===== config.mk =====
export PLATFORM = sky130hd
export DESIGN_NAME = mem_arbiter
export DESIGN_NICKNAME = d
export VERILOG_FILES = /design/src/rtl/mem_arb_pkg.sv /design/src/rtl/line_burst_adapter.sv /design/src/rtl/mem_arbiter.sv
export SDC_FILE = /design/constraint.sdc
export NUM_CORES = 1
export LEC_CHECK = 0
export ABC_AREA = 1
export CORE_AREA = 2 2 385 387
export DETAILED_ROUTE_END_ITERATION = 12
export DIE_AREA = 0 0 387 389
export GPL_ROUTABILITY_DRIVEN = 1
export PLACE_DENSITY_LB_ADDON = 0.05
export SYNTH_ARGS = -nofsm -noshare
export SYNTH_HDL_FRONTEND = slang
export SYNTH_SLANG_ARGS = --single-unit

===== constraint.sdc =====
create_clock -name clk -period 4.3 [get_ports clk]
set_input_delay 0.86 -clock clk [delete_from_list [all_inputs] [get_ports clk]]
set_output_delay 0.86 -clock clk [all_outputs]
set_load 0.02 [all_outputs]

===== src/rtl/mem_arb_pkg.sv =====
// Shared types and defaults for the two-client cache-to-burst-memory arbiter.
// Holds the FSM state encoding, the owner encoding and line address helpers.
package mem_arb_pkg;

  localparam int LINE_BITS_DEF = 256;
  localparam int BEAT_BITS_DEF = 64;

  // Line addresses are 32-byte aligned for the default line size.
  localparam logic [31:0] LINE_MASK = 32'hFFFF_FFE0;

  typedef enum logic [2:0] {
    IDLE = 3'd0,
    I_RD = 3'd1,
    D_RD = 3'd2,
    D_WR = 3'd3,
    DONE = 3'd4
  } arb_state_t;

  typedef enum logic [1:0] {
    OWN_NONE = 2'd0,
    OWN_I    = 2'd1,
    OWN_D    = 2'd2
  } owner_t;

  function automatic logic [31:0] line_base(input logic [31:0] addr);
    return addr & LINE_MASK;
  endfunction

endpackage


===== src/rtl/line_burst_adapter.sv =====
// Converts between a full cache line and a burst of memory beats: beat counter,
// read-line assembly and write-beat selection. Beat 0 is the least-significant slice.
module line_burst_adapter
  import mem_arb_pkg::*;
#(
  parameter int LINE_BITS = LINE_BITS_DEF,
  parameter int BEAT_BITS = BEAT_BITS_DEF
) (
  input  logic                 clk,
  input  logic                 rst,
  input  logic                 i_ren,
  input  logic                 i_wen,
  input  logic                 i_mem_resp,
  input  logic [BEAT_BITS-1:0] i_mem_rdata,
  input  logic [LINE_BITS-1:0] i_wline,
  output logic                 o_last,
  output logic [BEAT_BITS-1:0] o_wbeat,
  output logic [LINE_BITS-1:0] o_line
);

  localparam int BEATS = LINE_BITS / BEAT_BITS;
  localparam int CNT_W = (BEATS > 1) ? $clog2(BEATS) : 1;

  logic [CNT_W-1:0]     r_cnt;
  logic                 w_adv;
  logic [BEAT_BITS-1:0] w_wbeats [BEATS];

  assign w_adv  = (i_ren | i_wen) & i_mem_resp;
  assign o_last = w_adv && (r_cnt == CNT_W'(BEATS - 1));

  always_ff @(posedge clk) begin
    if (rst) begin
      r_cnt <= '0;
    end else if (w_adv) begin
      r_cnt <= o_last ? '0 : r_cnt + CNT_W'(1);
    end
  end

  for (genvar gi = 0; gi < BEATS; gi++) begin : g_slice
    logic [BEAT_BITS-1:0] r_beat;

    always_ff @(posedge clk) begin
      if (rst) begin
        r_beat <= '0;
      end else if (i_ren && i_mem_resp && (r_cnt == CNT_W'(gi))) begin
        r_beat <= i_mem_rdata;
      end
    end

    assign o_line[gi*BEAT_BITS +: BEAT_BITS] = r_beat;
    assign w_wbeats[gi] = i_wline[gi*BEAT_BITS +: BEAT_BITS];
  end

  assign o_wbeat = i_wen ? w_wbeats[r_cnt] : '0;

endmodule


===== src/rtl/mem_arbiter.sv =====
// Arbitrates icache fills and dcache fills/writebacks onto one burst memory port.
// Define ARB_RR_EN for round-robin arbitration; default is fixed dcache priority.
module mem_arbiter
  import mem_arb_pkg::*;
#(
  parameter int LINE_BITS = LINE_BITS_DEF,
  parameter int BEAT_BITS = BEAT_BITS_DEF
) (
  input  logic                 clk,
  input  logic                 rst,
  input  logic                 i_read,
  input  logic [31:0]          i_addr,
  output logic [LINE_BITS-1:0] i_rdata,
  output logic                 i_resp,
  input  logic                 d_read,
  input  logic                 d_write,
  input  logic [31:0]          d_addr,
  input  logic [LINE_BITS-1:0] d_wdata,
  output logic [LINE_BITS-1:0] d_rdata,
  output logic                 d_resp,
  output logic                 mem_read,
  output logic                 mem_write,
  output logic [31:0]          mem_addr,
  output logic [BEAT_BITS-1:0] mem_wdata,
  input  logic [BEAT_BITS-1:0] mem_rdata,
  input  logic                 mem_resp
);

  arb_state_t     r_state;
  owner_t         r_owner;
  logic [31:0]    r_addr;
  logic           r_i_resp;
  logic           r_d_resp;
`ifdef ARB_RR_EN
  logic           r_last_d;
`endif

  logic           w_i_req;
  logic           w_d_req;
  logic           w_pick_d;
  logic           w_ren;
  logic           w_wen;
  logic           w_last;
  logic [LINE_BITS-1:0] w_line;

  assign w_i_req = i_read;
  assign w_d_req = d_read | d_write;

  always_comb begin
    w_pick_d = w_d_req;
`ifdef ARB_RR_EN
    // On a tie the client that was not granted last time wins.
    w_pick_d = w_d_req && (!w_i_req || !r_last_d);
`endif
  end

  assign w_ren = (r_state == I_RD) || (r_state == D_RD);
  assign w_wen = (r_state == D_WR);

  line_burst_adapter #(
    .LINE_BITS (LINE_BITS),
    .BEAT_BITS (BEAT_BITS)
  ) u_adapter (
    .clk         (clk),
    .rst         (rst),
    .i_ren       (w_ren),
    .i_wen       (w_wen),
    .i_mem_resp  (mem_resp),
    .i_mem_rdata (mem_rdata),
    .i_wline     (d_wdata),
    .o_last      (w_last),
    .o_wbeat     (mem_wdata),
    .o_line      (w_line)
  );

  always_ff @(posedge clk) begin
    if (rst) begin
      r_state  <= IDLE;
      r_owner  <= OWN_NONE;
      r_addr   <= '0;
      r_i_resp <= 1'b0;
      r_d_resp <= 1'b0;
`ifdef ARB_RR_EN
      r_last_d <= 1'b0;
`endif
    end else begin
      r_i_resp <= 1'b0;
      r_d_resp <= 1'b0;
      case (r_state)
        IDLE: begin
          if (w_pick_d) begin
            r_owner <= OWN_D;
            r_addr  <= line_base(d_addr);
            r_state <= d_write ? D_WR : D_RD;
`ifdef ARB_RR_EN
            r_last_d <= 1'b1;
`endif
          end else if (w_i_req) begin
            r_owner <= OWN_I;
            r_addr  <= line_base(i_addr);
            r_state <= I_RD;
`ifdef ARB_RR_EN
            r_last_d <= 1'b0;
`endif
          end
        end
        I_RD, D_RD, D_WR: begin
          // The burst always runs to completion once granted.
          if (w_last) begin
            r_state  <= DONE;
            r_i_resp <= (r_owner == OWN_I);
            r_d_resp <= (r_owner == OWN_D);
          end
        end
        DONE: begin
          r_state <= IDLE;
          r_owner <= OWN_NONE;
        end
        default: r_state <= IDLE;
      endcase
    end
  end

  assign mem_read  = w_ren;
  assign mem_write = w_wen;
  assign mem_addr  = r_addr;
  assign i_resp    = r_i_resp;
  assign d_resp    = r_d_resp;
  assign i_rdata   = w_line;
  assign d_rdata   = w_line;

  a_d_rw_exclusive: assert property (@(posedge clk) disable iff (rst) !(d_read && d_write));

endmodule


==> results of run 1 <==
state kept, by name, summed over array words and instances (netlist names):
register	flops
r_owner	2
i_resp	1
mem_addr	27
u_adapter.g_slice.r_beat	256
d_resp	1
u_adapter.r_cnt	2
r_state	3
worst reg2reg max path, stage by stage, from the launching register on:
cell and delay (ns):
dfxtp_4 0.40, inv_4 0.37, buf_12 0.31, ha_4 0.46
inv_1 0.22, nor2_8 0.52, buf_12 0.32, nor2_1 0.16
nor2_1 0.10
stage by stage:
stage | hold WS [ns] | cells | setup slack (ns)
6_report | 0.4457 | 5102 | 0.4147
5_1_grt | 0.4735 | 5099 | 0.1087
4_1_cts | 0.4507 | 5098 | 0.1466
3_5_place_dp | 0.4427 | 5020 | 0.7350
3_3_place_gp | 0.4441 | 5020 | 0.7108
2_1_floorplan | 0.4199 | 2522 | 1.878
worst max-delay path by stage:
| stage | cells past startpoint | startpoint | endpoint | slack, ns |
|---|---|---|---|---|
| 5_1_grt | 6 | r_state[0]$_SDFFE_PP0P_ | mem_wdata[7] | 0.11 |
| 2_1_floorplan | 5 | r_state[0]$_SDFFE_PP0P_ | mem_wdata[10] | 1.88 |
| 4_1_cts | 6 | r_state[0]$_SDFFE_PP0P_ | mem_wdata[15] | 0.15 |
| 3_3_place_gp | 6 | d_wdata[152] | mem_wdata[24] | 0.71 |
| 3_5_place_dp | 6 | d_wdata[15] | mem_wdata[15] | 0.73 |
| 6_report | 6 | r_state[0]$_SDFFE_PP0P_ | mem_wdata[23] | 0.41 |
power breakdown:
| group | internal (mW) | total, mW | switching [mW] | leakage [nW] |
|---|---|---|---|---|
| Clock | 2.28 | 3.78 | 1.50 | 0.732 |
| Sequential | 2.91 | 3.14 | 0.230 | 2.37 |
| Combinational | 1.29 | 3.23 | 1.93 | 7.31 |
logic make-up (layout without fill, tap and decap cells):
| group | after synthesis | count (layout) | synth area share |
|---|---|---|---|
| DFF | 292 | 292 | 0.3531 |
| buffers and inverters | 545 | 1191 | 0.1983 |
| other | 1 | 9 | 0.0002265 |
| and+or+nand+nor | 1446 | 1446 | 0.3758 |
| AOI/OAI and AO/OA | 230 | 230 | 0.06953 |
| adders and majority gates | 4 | 4 | 0.003023 |
cell usage in the layout, fill, tap and decap left out, drive strengths merged:
| master | synthesis | routed |
|---|---|---|
| a21oi | 70 | 70 |
| buf | 380 | 43 |
| bufinv | 0 | 2 |
| clkbuf | 79 | 67 |
| clkdlybuf4s50 | 0 | 984 |
| clkinv | 2 | 6 |
| clkinvlp | 0 | 1 |
| conb | 1 | 5 |
| dfxtp | 292 | 292 |
| diode | 0 | 4 |
| ha | 4 | 4 |
| inv | 84 | 88 |
| nand2 | 353 | 353 |
| nand3 | 2 | 2 |
| nand4 | 256 | 256 |
| nor2 | 834 | 834 |
| nor3 | 1 | 1 |
| o21ai | 160 | 160 |
layout make-up:
type | count | area, sq um
Antenna cell | 4 | 10.01
Clock buffer | 67 | 1349
Clock inverter | 11 | 133.9
Fill cell | 16650 | 118700
Inverter | 86 | 332.8
Multi-Input combinational cell | 1685 | 7505
Sequential cell | 292 | 5851
Tap cell | 1930 | 2415
Timing Repair Buffer | 1027 | 10350
per-layer routing:
metal	vias to the layer above	share of wire	wire length, um	track usage
met4	16	0.014	1635	0.02560
met3	80	0.067	7623	0.04224
met5	-	0.00088	100	0
met2	631	0.53	59790	0.2763
li1	9088	-	-	-
met1	8535	0.39	44120	0.1582
==> results.py, run 1 <==
metrics = {
    "route": {
        "dr_total_vias": 18350,
        "wl_per_cell_um": 22.20,
        "drt_iter0_markers": 682,
        "detail_route.vias_per_cell": 3.597,
        "drc_errors": 0,
        "ant_nets": 0,
        "wirelength_mm": 113.3,
        "dr.pass1.iters": 5,
    },
    "cts": {
        "cts_tree": "yes",
        "cts_root_buf": "clkbuf_16",
        "htree_levels": 2,
        "cts_resized": 0,
        "clock_latency_ns": 0.60,
        "clk_pin_slew_worst_paths_ns": 0.05,
        "post_cts_buffers": 0,
        "clockBufferDepth": 3,
        "postCtsHoldBufs": 0,
        "cts_buffers": 43,
        "cts_sinks": 292,
    },
    "timing": {
        "final_max_slew_viol_count": 0,
        "worst_clock_skew_ns": 0.03697,
        "hold_violations": 0,
        "slew-limit-headroom": 0.3433,
        "fin_crit_sh": 0.9036,
        "rsz0062_at_grt": "false",
        "layout_min_cycle_time_ns": 3.885,
        "tns_ns": 0,
        "final-setup-viol-count": 0,
        "worst_slew_pin_slew_ns": 0.9850,
        "fmax_ghz": 0.2574,
    },
    "place": {
        "port_buffers": 986,
        "hpwl_mm": 85.18,
        "gp_congestion": 0.7458,
        "placed_area_sq_mm": 0.02646,
    },
    "synthesis": {
        "synth-main-ff-cell": "dfxtp_1",
        "synth_top_area_share": 0.3531,
        "synth_edf_count": 0,
        "syn_area_sq_mm": 0.01656,
        "ys_seq_elements": 292,
        "synthCells": 2518,
        "yosysMostFrequentCell": "nor2_1",
        "synth_top_area_cell": "dfxtp_1",
        "ys_types": 25,
        "ys_seq_area_frac": 0.3531,
        "synthTopCellsByCount": "nor2_1 (803), nand2_1 (353), dfxtp_1 (292), buf_4 (261), nand4_1 (256)",
        "synth.avg_cell_area_sq_um": 6.575,
        "ys_warn_count": 0,
        "async_reset_ff_frac": 0,
        "synth.area.top_cells": "dfxtp_1 (35%), nor2_1 (18%), buf_4 (12%), nand4_1 (9.7%), nand2_1 (8.0%)",
    },
    "critical_path": {
        "cp_top_family": "buffers and inverters",
        "critPathMaxStageDelay_ns": 0.67,
        "startpoint_type": "flip-flop",
        "arrival_ns": 3.03,
        "reg2regPathDepth": 8,
        "r2r_end": "u_adapter.g_slice[2].r_beat[48]$_SDFFE_PP0P_",
        "path_cells": "nand2_1 > nor2_1 > inv_2 > buf_12 > a21oi_1 > clkdlybuf4s50_1",
        "crit_path_top_delay_cell": "clkdlybuf4s50_1",
        "critPathCaptureType": "output port",
        "reg2reg_from": "u_adapter.r_cnt[0]$_SDFFE_PP0P_",
        "path_buf_inv": 3,
        "crit_required_ns": 3.44,
        "reg2reg_slack_ns": 1.38,
        "critPathKind": "flip-flop to output port",
        "cp_max_fo": 37,
    },
    "grt": {
        "grt_pass1_vias": 18940,
        "gr-usage-all-layers": 0.1449,
        "grt_pass1_wl_mm": 155.8,
        "grt_start_max_net_pins": 174,
        "grt_antenna_before_repair": 15,
        "grt-ovfl-total": 0,
    },
    "run": {
        "maxCapViolations": 0,
    },
    "floorplan": {
        "core_area_sq_mm": 0.1466,
        "design.die.area_sq_mm": 0.1505,
        "num_rows": 141,
        "die_width_um": 387,
        "start_util": 0.1129,
        "ios": 1002,
        "die_h_um": 389,
    },
    "final_layout": {
        "fin_util": 0.1907,
        "area_delta_synth_final_pct": 68.83,
        "stdcell_area_sq_mm": 0.02795,
        "drive_above_1_share": 0.04924,
        "nets": 3529,
    },
    "hold_path": {
        "whs_path_depth": 1,
        "worstHoldStart": "r_owner[0]$_SDFFE_PP0P_",
        "hold_path.class": "flip-flop to flip-flop",
        "whs_endpoint": "d_resp$_SDFF_PP0_",
    },
    "power_and_ir_drop": {
        "peakVddDrop_mv": 0.2948,
        "power.leakage_nw": 10.42,
        "p_total_mw": 10.15,
        "p_per_area_mw_per_mm2": 363.0,
    },
    "run_status": {
        "status": "complete, no violations",
    },
}
Power figures use the tool's default switching activity.
==> run 2, diff against run 1 <==
--- a/config.mk
+++ b/config.mk
@@ -11,6 +11,8 @@
 export DIE_AREA = 0 0 387 389
 export GPL_ROUTABILITY_DRIVEN = 1
 export PLACE_DENSITY_LB_ADDON = 0.05
+export SETUP_SLACK_MARGIN = 0.5
+export SLEW_MARGIN = 20
 export SYNTH_ARGS = -nofsm -noshare
 export SYNTH_HDL_FRONTEND = slang
 export SYNTH_SLANG_ARGS = --single-unit
==> run 2 against run 1 <==
Effect of this change: sequential cell count unchanged; register-to-register slack better by 0.09 ns; global-route usage about the same; combinational power about the same; critical path type unchanged; critical endpoint is now mem_wdata[56]; largest cell class unchanged.
==> results.py, run 2 (synthesis gave the netlist of run 1 again) <==
metrics = {
    "grt": {
        "grt_start_max_net_pins": 174,
        "grt_pass1_wl_mm": 155.9,
        "grt-ovfl-total": 0,
        "grt_antenna_before_repair": 15,
        "gr-usage-all-layers": 0.1449,
        "grt_pass1_vias": 18940,
    },
    "critical_path": {
        "path_buf_inv": 2,
        "path_cells": "buf_8 > nor2_1 > nor2_1 > o21ai_0 > a21oi_1 > clkdlybuf4s50_1",
        "cp_max_fo": 60,
        "critPathKind": "flip-flop to output port",
        "crit_path_top_delay_cell": "clkdlybuf4s50_1",
        "reg2reg_from": "u_adapter.r_cnt[0]$_SDFFE_PP0P_",
        "crit_required_ns": 3.44,
        "crit_start": "u_adapter.r_cnt[0]$_SDFFE_PP0P_",
        "critPathCaptureType": "output port",
        "critPathMaxStageDelay_ns": 0.68,
        "arrival_ns": 2.78,
        "startpoint_type": "flip-flop",
        "cp_top_family": "buffers and inverters",
        "cpMostUsedCell": "nor2_1",
    },
    "cts": {
        "clock_latency_ns": 0.60,
        "htree_levels": 2,
        "post_cts_buffers": 0,
        "cts_tree": "yes",
        "cts_buffers": 43,
        "clk_pin_slew_worst_paths_ns": 0.06,
        "cts_sinks": 292,
        "clockBufferDepth": 3,
        "postCtsHoldBufs": 0,
        "cts_root_buf": "clkbuf_16",
    },
    "power_and_ir_drop": {
        "peakVddDrop_mv": 0.2954,
        "p_total_mw": 10.16,
        "p_per_area_mw_per_mm2": 362.8,
        "power.leakage_nw": 10.47,
    },
    "hold_path": {
        "hold_path.class": "flip-flop to flip-flop",
        "worstHoldStart": "r_owner[0]$_SDFFE_PP0P_",
    },
    "timing": {
        "worst_clock_skew_ns": 0.03815,
        "slew-limit-headroom": 0.3516,
        "layout_min_cycle_time_ns": 3.644,
        "fmax_ghz": 0.2744,
        "final-setup-viol-count": 0,
        "fin_crit_sh": 0.8475,
        "hold_violations": 0,
        "tns_ns": 0,
        "whs_ns": 0.4472,
        "rsz0062_at_grt": "false",
        "worst_slew_pin_slew_ns": 0.9726,
        "final_max_slew_viol_count": 0,
    },
    "final_layout": {
        "drive_above_1_share": 0.04987,
        "largest_reg_flops": 256,
        "nets": 3529,
        "fin_cells": 5102,
        "area_delta_synth_final_pct": 69.09,
        "mostFrequentLayoutCells": "clkdlybuf4s50_1 (981), nor2_1 (801), nand2_1 (353)",
        "largest_register": "u_adapter.g_slice.r_beat",
        "stdcell_area_sq_mm": 0.02799,
        "layout_commonest_cell": "clkdlybuf4s50_1",
    },
    "route": {
        "dr_total_vias": 18350,
        "dr.pass1.iters": 5,
        "drt_iter0_markers": 661,
        "wl_per_cell_um": 22.21,
        "wirelength_mm": 113.3,
        "detail_route.vias_per_cell": 3.596,
        "drc_errors": 0,
        "ant_nets": 0,
    },
    "floorplan": {
        "core_area_sq_mm": 0.1466,
        "start_util": 0.1129,
        "die_width_um": 387,
        "ios": 1002,
        "design.die.area_sq_mm": 0.1505,
        "num_rows": 141,
        "die_h_um": 389,
    },
    "place": {
        "gp_congestion": 0.7458,
        "place_inst": 5020,
        "port_buffers": 986,
        "hpwl_mm": 85.18,
        "placed_area_sq_mm": 0.02646,
    },
    "run_status": {
        "status": "complete, no violations",
    },
    "run": {
        "maxCapViolations": 0,
    },
}
run 2: per-layer routing:
metal | GRT usage | wire length (um) | vias up
li1 | - | - | 9090
met1 | 0.1583 | 43910 | 8522
met2 | 0.2763 | 59790 | 638
met3 | 0.04224 | 7863 | 80
met4 | 0.02560 | 1629 | 16
met5 | 0 | 97 | -
run 2: final cells by class:
cell class | instances | area [sq um]
Fill cell | 16650 | 118600
Timing Repair Buffer | 1027 | 10380
Multi-Input combinational cell | 1685 | 7516
Sequential cell | 292 | 5851
Tap cell | 1930 | 2415
Clock buffer | 67 | 1349
Inverter | 86 | 342.8
Clock inverter | 11 | 133.9
Antenna cell | 4 | 10.01
run 2: worst paths after layout:
check / cells after the start / to / slack [ns]
min: 1 / d_resp$_SDFF_PP0_ / 0.45
min reg2reg: 1 / d_resp$_SDFF_PP0_ / 0.45
max: 6 / mem_wdata[56] / 0.66
max reg2reg: 8 / u_adapter.g_slice[2].r_beat[48]$_SDFFE_PP0P_ / 1.47
run 2: stage by stage:
step / setup WS [ns] / util
after detailed placement: 0.7350 / 0.1805
final: 0.6558 / 0.1910
after CTS: 0.5017 / 0.1907
after floorplan: 1.878 / -
after global routing: 0.5143 / 0.1909
after global placement: 0.7108 / 0.1805
run 2: what timing repair did:
item / CTS / global route
setup endpoints to repair: 52 / 7
pin swaps: 0 / 0
gates resized for setup: 8 / 7
run 2: power by group:
group	switching, mW	internal, mW
Combinational	1.94	1.30
Sequential	0.230	2.91
Clock	1.50	2.28
Total	3.67	6.49
==> run 3, diff against run 2 <==
==> constraint.sdc (replaced) <==
create_clock -name clk -period 3.8 [get_ports clk]
set_input_delay 0.76 -clock clk [delete_from_list [all_inputs] [get_ports clk]]
set_output_delay 0.76 -clock clk [all_outputs]
set_load 0.02 [all_outputs]
==> run 3 against run 2 <==
Effect of this change: clock skew fell by 0.0056 ns; cell area grew 0.62%; register-to-register slack worse by 0.29 ns; first-iteration DRC count is 16% higher; global-route usage up 0.070 points; worst hold slack better by 0.0089 ns; critical path depth grew 1.
==> results.py, run 3 (synthesis gave the netlist of run 1 again) <==
metrics = {
    "critical_path": {
        "path_cells": "buf_12 > inv_16 > buf_16 > buf_4 > o21ai_0 > a21oi_1 > dlygate4sd2_1",
        "crit_start": "u_adapter.r_cnt[0]$_SDFFE_PP0P_",
        "r2r_end": "u_adapter.g_slice[1].r_beat[26]$_SDFFE_PP0P_",
        "reg2reg_from": "u_adapter.r_cnt[0]$_SDFFE_PP0P_",
        "critPathCaptureType": "output port",
        "crit_required_ns": 3.04,
        "arrival_ns": 2.49,
        "critPathMaxStageDelay_ns": 0.38,
        "critPathKind": "flip-flop to output port",
        "startpoint_type": "flip-flop",
        "reg2regPathDepth": 9,
        "critical_path.endpoint": "mem_wdata[55]",
        "reg2reg_slack_ns": 1.18,
        "crit_path_top_delay_cell": "dfxtp_4",
        "cp_max_fo": 43,
    },
    "timing": {
        "tns_ns": 0,
        "worst_clock_skew_ns": 0.03256,
        "worst_slew_pin_slew_ns": 0.9926,
        "final_max_slew_viol_count": 0,
        "layout_min_cycle_time_ns": 3.246,
        "final-setup-viol-count": 0,
        "slew-limit-headroom": 0.3383,
        "rsz0062_at_grt": "true",
        "fmax_ghz": 0.3081,
        "hold_violations": 0,
        "fin_crit_sh": 0.8541,
    },
    "power_and_ir_drop": {
        "power.leakage_nw": 10.76,
        "peakVddDrop_mv": 0.2638,
        "p_total_mw": 11.29,
        "p_per_area_mw_per_mm2": 400.7,
    },
    "grt": {
        "grt_start_max_net_pins": 173,
        "grt_antenna_before_repair": 26,
        "grt_pass1_vias": 18840,
        "grt-ovfl-total": 0,
        "gr-usage-all-layers": 0.1456,
        "grt_pass1_wl_mm": 155.9,
    },
    "place": {
        "hpwl_mm": 85.64,
        "port_buffers": 986,
        "gp_congestion": 0.7494,
    },
    "final_layout": {
        "largest_reg_flops": 256,
        "largest_register": "u_adapter.g_slice.r_beat",
        "area_delta_synth_final_pct": 70.13,
        "num-fill-cells": 16660,
        "drive_above_1_share": 0.05938,
        "layout_commonest_cell": "clkdlybuf4s50_1",
        "nets": 3550,
        "mostFrequentLayoutCells": "clkdlybuf4s50_1 (921), nor2_1 (800), nand2_1 (353)",
    },
    "cts": {
        "clock_latency_ns": 0.61,
        "clk_pin_slew_worst_paths_ns": 0.06,
        "clockBufferDepth": 3,
        "htree_levels": 2,
        "cts_sinks": 292,
        "cts_root_buf": "clkbuf_16",
        "cts_tree": "yes",
        "cts_buffers": 42,
    },
    "route": {
        "wl_per_cell_um": 22.29,
        "drt_iter0_markers": 764,
        "ant_nets": 0,
        "dr.pass1.iters": 4,
        "dr_total_vias": 18470,
        "wirelength_mm": 114.3,
        "drc_errors": 0,
        "detail_route.vias_per_cell": 3.604,
    },
    "hold_path": {
        "hold_path.class": "flip-flop to flip-flop",
    },
    "floorplan": {
        "ios": 1002,
        "die_h_um": 389,
        "die_width_um": 387,
        "design.die.area_sq_mm": 0.1505,
        "core_area_sq_mm": 0.1466,
        "num_rows": 141,
        "start_util": 0.1129,
    },
    "run_status": {
        "status": "complete, no violations",
    },
    "run": {
        "maxCapViolations": 0,
    },
}
[run 3: cell types whose count changed in the layout (fill, tap and decap cells not counted), moves of 3 or more]
cell	change
buf_16	+3
diode_2	+9
buf_4	+18
dlygate4sd2_1	+41
clkdlybuf4s15_2	+12
buf_12	+3
clkdlybuf4s15_1	+4
clkdlybuf4s50_1	-60
clkbuf_8	-6
[run 3: how the worst min path moves through the flow]
stage / startpoint / to / slack [ns] / cells past startpoint
2_1_floorplan: r_owner[0]$_SDFFE_PP0P_ / d_resp$_SDFF_PP0_ / 0.42 / 1
3_3_place_gp: r_owner[0]$_SDFFE_PP0P_ / i_resp$_SDFF_PP0_ / 0.46 / 2
3_5_place_dp: r_owner[0]$_SDFFE_PP0P_ / d_resp$_SDFF_PP0_ / 0.46 / 1
4_1_cts: r_owner[0]$_SDFFE_PP0P_ / d_resp$_SDFF_PP0_ / 0.46 / 1
5_1_grt: r_owner[0]$_SDFFE_PP0P_ / d_resp$_SDFF_PP0_ / 0.48 / 1
6_report: r_owner[1]$_SDFFE_PP0P_ / d_resp$_SDFF_PP0_ / 0.46 / 2
[run 3: routing by layer]
layer / share of wire / track usage
met4: 0.029 / 0.05184
met1: 0.38 / 0.1557
met2: 0.52 / 0.2692
met3: 0.068 / 0.04330
met5: 0.00089 / 0
[run 3: repair_timing]
| item | CTS | global route |
|---|---|---|
| pin swaps | 1 | 1 |
| resized for setup | 106 | 3 |
| gates cloned | 3 | 0 |
| hold buffers | 0 | 0 |
| setup buffers | 1 | 2 |
| endpoints found under the setup margin | 62 | 24 |
[run 3: final cells by class]
cell class / instances / area [sq um] / share of cell area
Clock inverter: 10 / 135.1 / 0.004797
Clock buffer: 61 / 1224 / 0.04344
Tap cell: 1930 / 2415 / 0.08573
Sequential cell: 292 / 5853 / 0.2078
Inverter: 86 / 354.1 / 0.01257
Timing Repair Buffer: 1049 / 10630 / 0.3775
Multi-Input combinational cell: 1685 / 7521 / 0.2670
Antenna cell: 13 / 32.53 / 0.001155
[run 3: per-stage QoR]
step	area [sq um]	worst slack (ns)	util	std cells	hold WS (ns)
global route	28160	0.4421	0.1921	5123	0.4822
global placement	26620	0.3875	0.1816	5036	0.4620
floorplan	16570	1.478	-	2522	0.4199
detailed placement	26620	0.4157	0.1816	5036	0.4555
CTS	28110	0.3768	0.1917	5111	0.4642
finish	28170	0.5545	0.1921	5126	0.4561
[run 3: worst max-delay path, delay by kind of cell, from the launching register on]
| kind | cells | cell delay (ns) |
|---|---|---|
| buffers and inverters | 5 | 1.08 |
| flip-flops | 1 | 0.38 |
| AO/OA/AOI/OAI | 2 | 0.38 |
[run 3: report_power, final]
group	leakage, nW	switching, mW	internal [mW]
Sequential	2.37	0.270	3.29
Combinational	7.73	2.21	1.51
Clock	0.655	1.69	2.31
Total	10.8	4.17	7.12
